--- src/rtl/spiflash_responder_if.sv ---
// SPI pin and byte-memory port bundle for spiflash_responder.
// master: SPI host plus memory; slave: the responder.
interface spiflash_responder_if #(
    parameter int ADDR_W = 24
);
    logic              spiflash_cs_n;
    logic              spiflash_clk;
    logic              spiflash_mosi;
    logic              spiflash_miso;
    logic              spiflash_miso_oe;
    logic              mem_req;
    logic [ADDR_W-1:0] mem_addr;
    logic              mem_ack;
    logic [7:0]        mem_rdata;
    logic              underrun;

    modport master (
        output spiflash_cs_n,
        output spiflash_clk,
        output spiflash_mosi,
        output mem_ack,
        output mem_rdata,
        input  spiflash_miso,
        input  spiflash_miso_oe,
        input  mem_req,
        input  mem_addr,
        input  underrun
    );

    modport slave (
        input  spiflash_cs_n,
        input  spiflash_clk,
        input  spiflash_mosi,
        input  mem_ack,
        input  mem_rdata,
        output spiflash_miso,
        output spiflash_miso_oe,
        output mem_req,
        output mem_addr,
        output underrun
    );
endinterface

--- src/rtl/spiflash_responder.sv ---
// SPI flash responder (mode 0): READ 0x03, JEDEC ID 0x9F, 0xAB ignored.
// Oversampled SPI pins, byte memory port with one-deep prefetch.
module spiflash_responder #(
    parameter int          ADDR_W   = 24,
    parameter logic [23:0] JEDEC_ID = 24'hEF4018
) (
    input  logic                sys_clk,
    input  logic                sys_rst,
    spiflash_responder_if.slave bus
);
    typedef enum logic [2:0] {
        S_IDLE,
        S_CMD,
        S_ADDR,
        S_DATA,
        S_ID,
        S_IGNORE
    } state_t;

    logic [1:0]        cs_sync;
    logic [1:0]        sck_sync;
    logic [1:0]        mosi_sync;
    logic              sck_prev;
    logic              cs_n_q;
    logic              sck_q;
    logic              mosi_q;
    logic              sck_rise;
    logic              sck_fall;

    state_t            state;
    logic [4:0]        bit_cnt;
    logic [6:0]        cmd_sr;
    logic [22:0]       addr_sr;
    logic [7:0]        out_sr;
    logic [1:0]        id_idx;
    logic [7:0]        hold_data;
    logic              hold_valid;
    logic [ADDR_W-1:0] fetch_addr;
    logic              discard;

    logic              miso_r;
    logic              miso_oe_r;
    logic              mem_req_r;
    logic [ADDR_W-1:0] mem_addr_r;
    logic              underrun_r;

    logic [7:0]        cmd_byte;
    logic [23:0]       addr_word;
    logic [7:0]        load_byte;
    logic [7:0]        id_next;
    logic              ack_ok;
    logic              fetch_go;

    assign cs_n_q   = cs_sync[1];
    assign sck_q    = sck_sync[1];
    assign mosi_q   = mosi_sync[1];
    assign sck_rise = sck_q & ~sck_prev;
    assign sck_fall = ~sck_q & sck_prev;

    assign bus.spiflash_miso    = miso_r;
    assign bus.spiflash_miso_oe = miso_oe_r;
    assign bus.mem_req          = mem_req_r;
    assign bus.mem_addr         = mem_addr_r;
    assign bus.underrun         = underrun_r;

    // Bring the asynchronous SPI pins into sys_clk; remember last SCK level.
    always_ff @(posedge sys_clk) begin
        if (sys_rst) begin
            cs_sync   <= 2'b11;
            sck_sync  <= 2'b00;
            mosi_sync <= 2'b00;
            sck_prev  <= 1'b0;
        end else begin
            cs_sync   <= {cs_sync[0], bus.spiflash_cs_n};
            sck_sync  <= {sck_sync[0], bus.spiflash_clk};
            mosi_sync <= {mosi_sync[0], bus.spiflash_mosi};
            sck_prev  <= sck_q;
        end
    end

    // Next-byte selection, ID byte mux and fetch permission.
    always_comb begin
        cmd_byte  = {cmd_sr, mosi_q};
        addr_word = {addr_sr, mosi_q};
        load_byte = hold_valid ? hold_data : 8'hFF;
        ack_ok    = bus.mem_ack & mem_req_r;
        fetch_go  = (state == S_DATA) & ~cs_n_q
                  & ~mem_req_r & ~hold_valid;
        case (id_idx)
            2'd1:    id_next = JEDEC_ID[15:8];
            2'd2:    id_next = JEDEC_ID[7:0];
            default: id_next = 8'h00;
        endcase
    end

    // Command FSM, MISO shifter and memory request/prefetch engine.
    always_ff @(posedge sys_clk) begin
        if (sys_rst) begin
            state      <= S_IDLE;
            bit_cnt    <= '0;
            cmd_sr     <= '0;
            addr_sr    <= '0;
            out_sr     <= '0;
            id_idx     <= '0;
            hold_data  <= '0;
            hold_valid <= 1'b0;
            fetch_addr <= '0;
            discard    <= 1'b0;
            miso_r     <= 1'b0;
            miso_oe_r  <= 1'b0;
            mem_req_r  <= 1'b0;
            mem_addr_r <= '0;
            underrun_r <= 1'b0;
        end else begin
            underrun_r <= 1'b0;
            if (cs_n_q) begin
                state      <= S_IDLE;
                bit_cnt    <= '0;
                miso_r     <= 1'b0;
                miso_oe_r  <= 1'b0;
                hold_valid <= 1'b0;
            end else begin
                case (state)
                    S_IDLE: begin
                        state   <= S_CMD;
                        bit_cnt <= '0;
                    end
                    S_CMD: if (sck_rise) begin
                        cmd_sr  <= cmd_byte[6:0];
                        bit_cnt <= bit_cnt + 5'd1;
                        if (bit_cnt == 5'd7) begin
                            bit_cnt <= '0;
                            case (cmd_byte)
                                8'h03: state <= S_ADDR;
                                8'h9F: begin
                                    state  <= S_ID;
                                    out_sr <= JEDEC_ID[23:16];
                                    id_idx <= 2'd1;
                                end
                                default: state <= S_IGNORE;
                            endcase
                        end
                    end
                    S_ADDR: if (sck_rise) begin
                        addr_sr <= addr_word[22:0];
                        bit_cnt <= bit_cnt + 5'd1;
                        if (bit_cnt == 5'd23) begin
                            bit_cnt    <= '0;
                            state      <= S_DATA;
                            fetch_addr <= addr_word[ADDR_W-1:0];
                            // A discarded request may still be pending;
                            // the fetch then issues after its ack.
                            if (!mem_req_r) begin
                                mem_req_r  <= 1'b1;
                                mem_addr_r <= addr_word[ADDR_W-1:0];
                            end
                        end
                    end
                    S_DATA: begin
                        if (fetch_go) begin
                            mem_req_r  <= 1'b1;
                            mem_addr_r <= fetch_addr;
                        end
                        if (sck_fall) begin
                            miso_oe_r <= 1'b1;
                            bit_cnt   <= {2'b00, bit_cnt[2:0] + 3'd1};
                            if (bit_cnt[2:0] == 3'd0) begin
                                miso_r     <= load_byte[7];
                                out_sr     <= {load_byte[6:0], 1'b0};
                                underrun_r <= ~hold_valid;
                                hold_valid <= 1'b0;
                            end else begin
                                miso_r <= out_sr[7];
                                out_sr <= {out_sr[6:0], 1'b0};
                            end
                        end
                    end
                    S_ID: if (sck_fall) begin
                        miso_oe_r <= 1'b1;
                        miso_r    <= out_sr[7];
                        bit_cnt   <= {2'b00, bit_cnt[2:0] + 3'd1};
                        if (bit_cnt[2:0] == 3'd7) begin
                            out_sr <= id_next;
                            if (id_idx != 2'd3) begin
                                id_idx <= id_idx + 2'd1;
                            end
                        end else begin
                            out_sr <= {out_sr[6:0], 1'b0};
                        end
                    end
                    S_IGNORE: begin
                        miso_r    <= 1'b0;
                        miso_oe_r <= 1'b0;
                    end
                    default: state <= S_IDLE;
                endcase
            end
            // An ack always retires the request; its data is kept only
            // for a live read that did not abandon it.
            if (ack_ok) begin
                mem_req_r <= 1'b0;
                discard   <= 1'b0;
                if (!discard && !cs_n_q && state == S_DATA) begin
                    hold_data  <= bus.mem_rdata;
                    hold_valid <= 1'b1;
                    fetch_addr <= fetch_addr + ADDR_W'(1);
                end
            end else if (cs_n_q && mem_req_r) begin
                discard <= 1'b1;
            end
        end
    end
endmodule

--- src/flat_wrapper.sv ---
// flat-port wrapper written by rule: the top's interface ports become plain ports
module spiflash_responder_flat 
#(
    parameter int          ADDR_W   = 24,
    parameter logic [23:0] JEDEC_ID = 24'hEF4018
)
  (sys_clk, sys_rst, bus_spiflash_cs_n, bus_spiflash_clk, bus_spiflash_mosi, bus_mem_ack, bus_mem_rdata, bus_spiflash_miso, bus_spiflash_miso_oe, bus_mem_req, bus_mem_addr, bus_underrun);
  spiflash_responder_if #(.ADDR_W(ADDR_W)) bus_i ();
  input  logic sys_clk;
  input  logic sys_rst;
  input wire logic [$bits(bus_i.spiflash_cs_n)-1:0] bus_spiflash_cs_n;
  input wire logic [$bits(bus_i.spiflash_clk)-1:0] bus_spiflash_clk;
  input wire logic [$bits(bus_i.spiflash_mosi)-1:0] bus_spiflash_mosi;
  input wire logic [$bits(bus_i.mem_ack)-1:0] bus_mem_ack;
  input wire logic [$bits(bus_i.mem_rdata)-1:0] bus_mem_rdata;
  output wire logic [$bits(bus_i.spiflash_miso)-1:0] bus_spiflash_miso;
  output wire logic [$bits(bus_i.spiflash_miso_oe)-1:0] bus_spiflash_miso_oe;
  output wire logic [$bits(bus_i.mem_req)-1:0] bus_mem_req;
  output wire logic [$bits(bus_i.mem_addr)-1:0] bus_mem_addr;
  output wire logic [$bits(bus_i.underrun)-1:0] bus_underrun;
  assign bus_i.spiflash_cs_n = bus_spiflash_cs_n;
  assign bus_i.spiflash_clk = bus_spiflash_clk;
  assign bus_i.spiflash_mosi = bus_spiflash_mosi;
  assign bus_i.mem_ack = bus_mem_ack;
  assign bus_i.mem_rdata = bus_mem_rdata;
  assign bus_spiflash_miso = bus_i.spiflash_miso;
  assign bus_spiflash_miso_oe = bus_i.spiflash_miso_oe;
  assign bus_mem_req = bus_i.mem_req;
  assign bus_mem_addr = bus_i.mem_addr;
  assign bus_underrun = bus_i.underrun;
  spiflash_responder #(.ADDR_W(ADDR_W), .JEDEC_ID(JEDEC_ID)) u_core (.sys_clk(sys_clk), .sys_rst(sys_rst), .bus(bus_i));
endmodule
--- config.mk ---
export PLATFORM = sky130hd
export DESIGN_NAME = spiflash_responder_flat
export DESIGN_NICKNAME = d
export VERILOG_FILES = /design/src/rtl/spiflash_responder_if.sv /design/src/rtl/spiflash_responder.sv /design/src/flat_wrapper.sv
export SDC_FILE = /design/constraint.sdc
export NUM_CORES = 1
export LEC_CHECK = 0
export ABC_CLOCK_PERIOD_IN_PS = 2100
export BUFFER_PORTS_ARGS = -buffer_cell sky130_fd_sc_hd__buf_4
export CAP_MARGIN = 0
export CORE_MARGIN = 2
export CORE_UTILIZATION = 50
export DETAILED_ROUTE_END_ITERATION = 16
export HOLD_SLACK_MARGIN = 0.15
export PLACE_DENSITY_LB_ADDON = 0.15
export SYNTH_ARGS = -nofsm -noshare
export SYNTH_HDL_FRONTEND = slang
export SYNTH_SLANG_ARGS = --single-unit
--- constraint.sdc ---
create_clock -name sys_clk -period 2.1 [get_ports sys_clk]
set_input_delay 0.105 -clock sys_clk [delete_from_list [all_inputs] [get_ports sys_clk]]
set_output_delay 0.105 -clock sys_clk [all_outputs]
set_load 0.03 [all_outputs]
# == Word-level counts from Yosys, hierarchy flattened ==
# Cells that the tools add are included.
# word_totals
ff_bits,117
inputBits,14
out_inout_bits,28
# classes
n_addsub,4
eq_ne,25
muxes,56
bitwise_logic,15
n_reduce_logical,29
# ops
op,n
2-to-1 mux 24 bit,10
2-to-1 mux 8 bit,8
one-hot mux 24 bit (2 select lines),1
2-to-1 mux 5 bit,5
adder 24 x 1 -> 24 bit (second input constant),1
one-hot mux 8 bit (3 select lines),1
!= test 2 x 1 -> 1 bit (second input constant),11
one-hot mux 5 bit (4 select lines),1
one-hot mux 7 bit (2 select lines),1
2-to-1 mux 1 bit,13
2-to-1 mux 2 bit,6
2-to-1 mux 3 bit,4
one-hot mux 3 bit (4 select lines),1
AND reduction 5 bit,2
== test 3 bit (second input constant),3
NOT 1 bit,9
AND reduction 3 bit,3
== test 8 x 2 -> 1 bit (second input constant),1
== test 8 bit (second input constant),1
AND reduction 8 bit,1
AND reduction 7 bit,1
AND 1 bit,6
== test 3 x 2 -> 1 bit (second input constant),2
logical NOT 3 bit,2
other kinds (24),35

# == Logic depth before layout (Yosys ltp) ==
# Gate-level depths: netlist of run 1.
# logic_depth
depth_word,7
depth_mapped,7

# == Worst setup path after synthesis of run 1 ==
# OpenSTA, ideal clock, no wires.
# synth_timing
path_type,flip-flop to flip-flop
start,register u_core.state[2]
end,register u_core.out_sr[1]
setup_ns,0.121
arrival_ns,2.001
required_ns,1.979
path_slack_ns,-0.023
stages_incl_launch_ff,6
n_path_buf,1
synth_period_minus_slack_ns,2.123
path_cell_list,dfxtp_1 or3b_4 or4_4 a221o_1 buf_6 mux2_4
# synth_between
elab_chain_cells,3
elab_cells_between_ends,11
cone_classes,eq/ne: 8; mux: 1; reduce/logical: 2
# synth_rtl
element,line_no,text
"start, declared",spiflash_responder.sv:30,state_t state;
"start signal, assigned",spiflash_responder.sv:99,state <= S_IDLE;
"start signal, assigned",spiflash_responder.sv:117,state <= S_IDLE;
"start signal, assigned",spiflash_responder.sv:125,state <= S_CMD;
== test 3 x 2 -> 1 bit (tied with other cells),spiflash_responder.sv:123,case (state)
!= test 2 x 1 -> 1 bit (no source line) or nonzero test 3 bit (tied branches),n/a,
AND reduction 7 bit (no source line),n/a,
"end signal, assigned",spiflash_responder.sv:137,out_sr <= JEDEC_ID[23:16];
"end signal, assigned",spiflash_responder.sv:169,"out_sr <= {load_byte[6:0], 1'b0};"
"end signal, assigned",spiflash_responder.sv:174,"out_sr <= {out_sr[6:0], 1'b0};"
"end, declared",spiflash_responder.sv:34,logic [7:0] out_sr;
# Parallel ways exist; a longest one is shown, timed or not.
# A chain may end at the register's enable or synchronous reset.

# == Worst setup path after layout of run 1 ==
# layout_timing
start,register u_core.cmd_sr[4]
end,register u_core.out_sr[3]
# layout_between
elab_chain_cells,3
# layout_rtl
element,line_no,text
"start, declared",spiflash_responder.sv:32,logic [6:0] cmd_sr;
"start signal, assigned",spiflash_responder.sv:129,cmd_sr <= cmd_byte[6:0];
== test 8 bit,spiflash_responder.sv:133,case (cmd_byte)
!= test 2 x 1 -> 1 bit (no source line),n/a,
AND reduction 7 bit (no source line),n/a,
# Every way passes these cells.

==> out/metrics.cfg, run 1 <==
[floorplanning]
initial_core_util_pct=51.4
placeableCoreArea_mm2=0.0115
die_w_um=113
ios=42
die-area_mm2=0.0127
rows=39
die_h_um=113

[timing]
slew_headroom_pct=68.5
clock_skew_ps=15.4
setup_viol=2
fin_crit_ps=2100
finalHoldViolations=0
grt_setup_unrepaired=true
post-route-period-util_pct=100
worst_slack_ps=-4.35
fmax_mhz=475
slew_violations=0
tightest_slew_ps=473

[logic_synthesis]
synth_area_leaders=dfxtp_1 40%, nand2_1 9.4%, a21oi_1 5.7%
synthDominantCellAreaShare_pct=39.8
ys_async_sr_fraction_pct=0
synth-edff-count=0
ys.flop_type=dfxtp_1
synthAdderAreaFrac_pct=1.49
synth_nets=739
synth_area_mm2=0.00589
seq_area_frac_synth_pct=39.8
syn_inst=718
synth-xor-area-share_pct=0
syn_avg_cell_area_um2=8.21
synth_mux_area_share_pct=5.35
synth_compound_area_share_pct=21.9
synth_top_family_by_area=simple AND/OR/NAND/NOR gates
synth_warnings=0
yosysTopAreaCell=dfxtp_1
yosysMostFrequentCell=nand2_1
yosys-top-cells-count=148 x nand2_1, 117 x dfxtp_1, 67 x a21oi_1
ys_ff_latch=117
synth_cell_type_count=62
synth-simple-area-share_pct=26.4

[cells_and_area]
fin_cells=947
syn2layout_area_growth_pct=25.5
insertedDiodeCount=0
nets=812
drive_gt1_share_pct=20.5
n_fill_cell=986
postLayoutCoreUtil_pct=64.5

[min_path]
min_from=u_core.cs_sync[0]$_SDFF_PP1_
holdPathStages=1
hold_end=u_core.cs_sync[1]$_SDFF_PP1_
hold_class=reg2reg

[power_and_ir_drop]
netSwitchingFraction_pct=20.3
intPower_mw=4.23
total_leakage_power_nw=2.51
comb_power_share_pct=2.6
power_mw=5.31
powerDensity_mw_per_mm2=719
vdd_drop_max_mv=0.652
pwr-share-clk_pct=55.3
pwr-share-seq_pct=42.0
p_sw_mw=1.08

[setup_path]
crit_arrival_ps=2400
crit_path_end_kind=flop
critPathLaunchType=flop
crit_family=simple AND/OR/NAND/NOR gates
rrSetupSlack_ps=-4
cp_slowest_cell=or4_4
required_ps=2400
crit_chain=nand4bb_1 -> or4_4 -> a221o_4 -> mux2_4
r2r-start=u_core.cmd_sr[4]$_SDFFE_PP0P_
critPathMaxStageDelay_ps=610
reg2reg_to=u_core.out_sr[3]$_SDFFE_PP0P_
critical_path_buf_inv_count=0
r2r.worst_path.cells=4
critical_path_class=reg2reg
path_max_fanout=8

[place]
hpwl_um=10900
gp_congestion=0.880
place_inst=895
place_ws_ps=-119
io_buffers=41

[route]
drt-total-wl_um=16800
wl_per_cell_um=17.8
drc=0
first_iter_violations=624
drtAntennaViolNets=0
vias=5877
first_pass_iters=6
viasPerCell=6.21

[cts]
cts.clk_slew.worst_paths_ps=50
insertion_delay_ps=420
cts_root_buf=clkbuf_16
clk_path_buf_depth=2
numCtsBuffers=17
htreeDepth=4
cts_tree=yes
clkSinkCount=117

[run]
cap_violations=0

[global_routing]
grt_overflow_total=0
grtUsageTotal_pct=26.6
grt_pass1_vias=5458
grt_max_degree=46
antenna_found_initial=0
grt_pass1_wl_um=27200

[run_status]
violations=negative setup slack
status=complete, but fails checks

[placed cells by master (no fill, tap or decap), types with 15 or more instances in the layout]
cell type / count
nand2_1: 148
dfxtp_1: 113
buf_4: 98
a21oi_1: 67
a311oi_1: 26
nor2b_1: 22
a31oi_1: 20
nor2_1: 20
nand3_1: 20
mux2i_1: 18
clkbuf_16: 17
inv_1: 15
[metal layers]
layer / up-vias / part of all wire, % / track usage [%]
met5: - / 0 / 0
met4: 0 / 1.8 / 10.9
met3: 26 / 6.6 / 5.02
met2: 216 / 46 / 40.6
met1: 2852 / 46 / 37.2
li1: 2783 / - / -
[repair_timing]
action | 4_1_cts | 5_1_grt
setup endpoints to repair | 7 | 43
hold buffers | 13 | 0
buffers inserted | 6 | 2
pin swaps | 2 | 5
hold endpoints to repair | 18 | 0
resized for setup | 6 | 10
[kinds of logic (layout without fill, tap and decap cells)]
logic type               count (synthesis)  count (layout)
multiplexers                            28              28
adder cells (fa/ha/maj)                  7               7
AND/OR/NAND/NOR                        304             304
flip-flops                             117             117
buffers and inverters                   75             161
AO/OA/AOI/OAI                          187             187
[power groups by stage]
stage	logic [mW]	registers [mW]	clock network (mW)
floorplan	0.0696	2.28	0
global placement	0.114	2.28	0
detailed placement	0.117	2.28	0
CTS	0.136	2.23	2.98
global route	0.149	2.23	3.06
finish	0.140	2.23	2.94
[cell type report]
type                            instances  area [um^2]  area share, %
Multi-Input combinational cell        526         3310           44.7
Inverter                               16         60.1          0.812
Sequential cell                       117         2350           31.8
Tap cell                              143          179           2.42
Clock inverter                         10          128           1.73
Timing Repair Buffer                  113          897           12.1
Clock buffer                           22          474           6.42
[metrics by stage]
stage	hold slack (ps)	TNS [ps]	cell area (um^2)
floorplan	206	0	5890
global placement	290	-561	6550
detailed placement	299	-737	6550
CTS	406	-78.8	7350
global route	421	-298	7390
finish	414	-4.62	7390
[registers in the layout (all words and copies together) (netlist names), 3 cells and up]
signal               flops
u_core.bus.mem_addr     24
u_core.fetch_addr       24
u_core.addr_sr          23
u_core.hold_data         8
u_core.out_sr            8
u_core.cmd_sr            7
u_core.bit_cnt           5
u_core.state             3
[how the worst max path moves through the flow]
| stage | startpoint | end | slack, ps | cells after the start |
|---|---|---|---|---|
| after CTS | u_core.bit_cnt[0]$_SDFFE_PP0P_ | u_core.out_sr[3]$_SDFFE_PP0P_ | -20 | 5 |
| after global routing | u_core.bit_cnt[0]$_SDFFE_PP0P_ | u_core.out_sr[7]$_SDFFE_PP0P_ | -50 | 5 |
| final | u_core.cmd_sr[4]$_SDFFE_PP0P_ | u_core.out_sr[3]$_SDFFE_PP0P_ | -4 | 4 |
| after detailed placement | u_core.state[0]$_SDFFE_PP0P_ | u_core.out_sr[3]$_SDFFE_PP0P_ | -120 | 4 |
| after floorplan | u_core.state[2]$_SDFFE_PP0P_ | u_core.out_sr[1]$_SDFFE_PP0P_ | 4 | 5 |
| after global placement | u_core.state[1]$_SDFFE_PP0P_ | u_core.out_sr[4]$_SDFFE_PP0P_ | -90 | 4 |
Note: power is estimated with default switching activity, not from simulation.
==> run 2: changes to the inputs <==
- ABC_CLOCK_PERIOD_IN_PS: 2100 -> 2680
- clock period: 2.1 -> 2.68 ns (I/O delays scaled with it)
==> out/metrics.cfg, run 2 (synthesized netlist as in run 1, its figures left out) <==
[setup_path]
crit_path_end_kind=flop
rrSetupSlack_ps=320  ; +320 ps
critPathMaxStageDelay_ps=550  ; -60 ps
critical_path_buf_inv_count=0  ; unchanged
cp_slowest_cell=a221o_1
r2r-start=u_core.bit_cnt[0]$_SDFFE_PP0P_
crit_family=simple AND/OR/NAND/NOR gates
r2r.worst_path.cells=5  ; +1
reg2reg_to=u_core.out_sr[4]$_SDFFE_PP0P_
critPathLaunchType=flop
path_max_fanout=8  ; unchanged
critical_path_class=reg2reg
crit_chain=ha_1 -> nand4bb_1 -> or4_4 -> a221o_1 -> mux2_4
crit_arrival_ps=2670  ; +270 ps
required_ps=2990  ; +590 ps

[power_and_ir_drop]
power_mw=4.41  ; -17%
total_leakage_power_nw=2.37  ; -5.6%
vdd_drop_max_mv=0.573  ; -12%
powerDensity_mw_per_mm2=616  ; -14%

[place]
hpwl_um=10400  ; -4.9%
place_inst=869  ; -2.9%
io_buffers=41  ; unchanged
gp_congestion=0.878  ; -0.23%

[cells_and_area]
syn2layout_area_growth_pct=21.5
layout_common_cells=148 x nand2_1, 117 x dfxtp_1, 67 x a21oi_1
nets=780  ; -3.9%
postLayoutCoreUtil_pct=62.4  ; -2.0 points
drive_gt1_share_pct=15.8  ; -4.7 points
insertedDiodeCount=0  ; unchanged
fin_cells=915  ; -3.4%
final_common_cell=nand2_1

[cts]
htreeDepth=4  ; unchanged
clk_path_buf_depth=2  ; unchanged
clkSinkCount=117  ; unchanged
cts_setup_buffers=0  ; -6
insertion_delay_ps=420  ; about the same
cts.clk_slew.worst_paths_ps=60  ; about the same
numCtsBuffers=17  ; unchanged
cts_root_buf=clkbuf_16
cts_tree=yes

[global_routing]
grt_overflow_total=0  ; unchanged
grt_pass1_vias=5218  ; -4.4%
grt_util_met2_pct=37.6  ; -3.0 points
use_met3_pct=5.35  ; +0.32 points
met1_usage_pct=35.9  ; -1.3 points
grtUsageTotal_pct=25.3  ; -1.3 points
grt_pass1_wl_um=26000  ; -4.5%
grt_max_degree=45  ; -2.2%
antenna_found_initial=0  ; unchanged
top_usage_layer=met2

[floorplanning]
die_h_um=113  ; unchanged
initial_core_util_pct=51.4  ; unchanged
die_w_um=113  ; unchanged
ios=42  ; unchanged
rows=39  ; unchanged
die-area_mm2=0.0127  ; unchanged
placeableCoreArea_mm2=0.0115  ; unchanged

[route]
drc=0  ; unchanged
first_iter_violations=592  ; -5.1%
viasPerCell=6.24  ; +0.54%
first_pass_iters=5  ; -1
vias=5709  ; -2.9%
drt-total-wl_um=16100  ; -4.6%
drtAntennaViolNets=0  ; unchanged
wl_per_cell_um=17.6  ; -1.3%

[timing]
finalHoldViolations=0  ; unchanged
slew_violations=0  ; unchanged
post-route-period-util_pct=88.1  ; -12 points
fin_crit_ps=2360  ; +257 ps
tns_ps=0  ; +4.62 ps
grt_setup_unrepaired=false
tightest_slew_ps=696  ; +224 ps
timing.hold.ws_ps=416  ; +1.51 ps
setup_viol=0  ; -2
fmax_mhz=424  ; -11%
clock_skew_ps=8.87  ; -6.51 ps
slew_headroom_pct=53.3  ; -15 points

[min_path]
min_from=u_core.cs_sync[0]$_SDFF_PP1_
holdPathStages=1  ; unchanged
hold_end=u_core.cs_sync[1]$_SDFF_PP1_
hold_class=reg2reg

[run_status]
status=complete, no violations

[run]
cap_violations=0  ; unchanged

run 2: changes by cell type in the layout (fill, tap and decap cells not counted), moves of 2 or more:
cell,change
buf_4,-32
bufinv_16,+3
clkbuf_8,-3
clkinv_2,-2
clkinv_4,+2
dfxtp_1,+4
dfxtp_2,-4
run 2: metrics by stage:
stage	cell area, um^2	setup slack [ps]
floorplan	5890	557
global placement	6360	405
detailed placement	6360	355
CTS	7160	343
global route	7160	225
finish	7160	319
run 2: where the power goes:
group	leakage (nW)	switching (mW)	internal, mW
sequential	0.943	0.00380	1.75
clock	0.320	0.826	1.74
combinational	1.11	0.0602	0.0423
total	2.37	0.890	3.52
run 2: layer usage:
metal	up-vias	wire [um]
li1	2727	-
met4	0	293
met2	216	7080
met5	-	0
met1	2741	7560
met3	25	1130
run 2: repair_timing:
item | CTS | global route
endpoints found under the hold margin | 14 | 0
hold buffers | 14 | 0
resized for setup | 0 | 0
run 2: cell type report:
cell class / count / area [um^2]
Clock buffer: 18 / 429
Fill cell: 1019 / 4310
Multi-Input combinational cell: 526 / 3260
Timing Repair Buffer: 81 / 656
Tap cell: 143 / 179
Sequential cell: 117 / 2340
Clock inverter: 14 / 233
Inverter: 16 / 60.1
run 2: worst max path at each step:
stage / start / end / slack (ps) / cells after the start
finish: u_core.bit_cnt[0]$_SDFFE_PP0P_ / u_core.out_sr[4]$_SDFFE_PP0P_ / 320 / 5
global route: u_core.bit_cnt[0]$_SDFFE_PP0P_ / u_core.out_sr[2]$_SDFFE_PP0P_ / 230 / 5
CTS: u_core.bit_cnt[0]$_SDFFE_PP0P_ / u_core.out_sr[4]$_SDFFE_PP0P_ / 340 / 5
detailed placement: u_core.bit_cnt[0]$_SDFFE_PP0P_ / u_core.out_sr[7]$_SDFFE_PP0P_ / 350 / 5
global placement: u_core.bit_cnt[0]$_SDFFE_PP0P_ / u_core.out_sr[3]$_SDFFE_PP0P_ / 400 / 5
floorplan: u_core.state[2]$_SDFFE_PP0P_ / u_core.out_sr[1]$_SDFFE_PP0P_ / 560 / 5
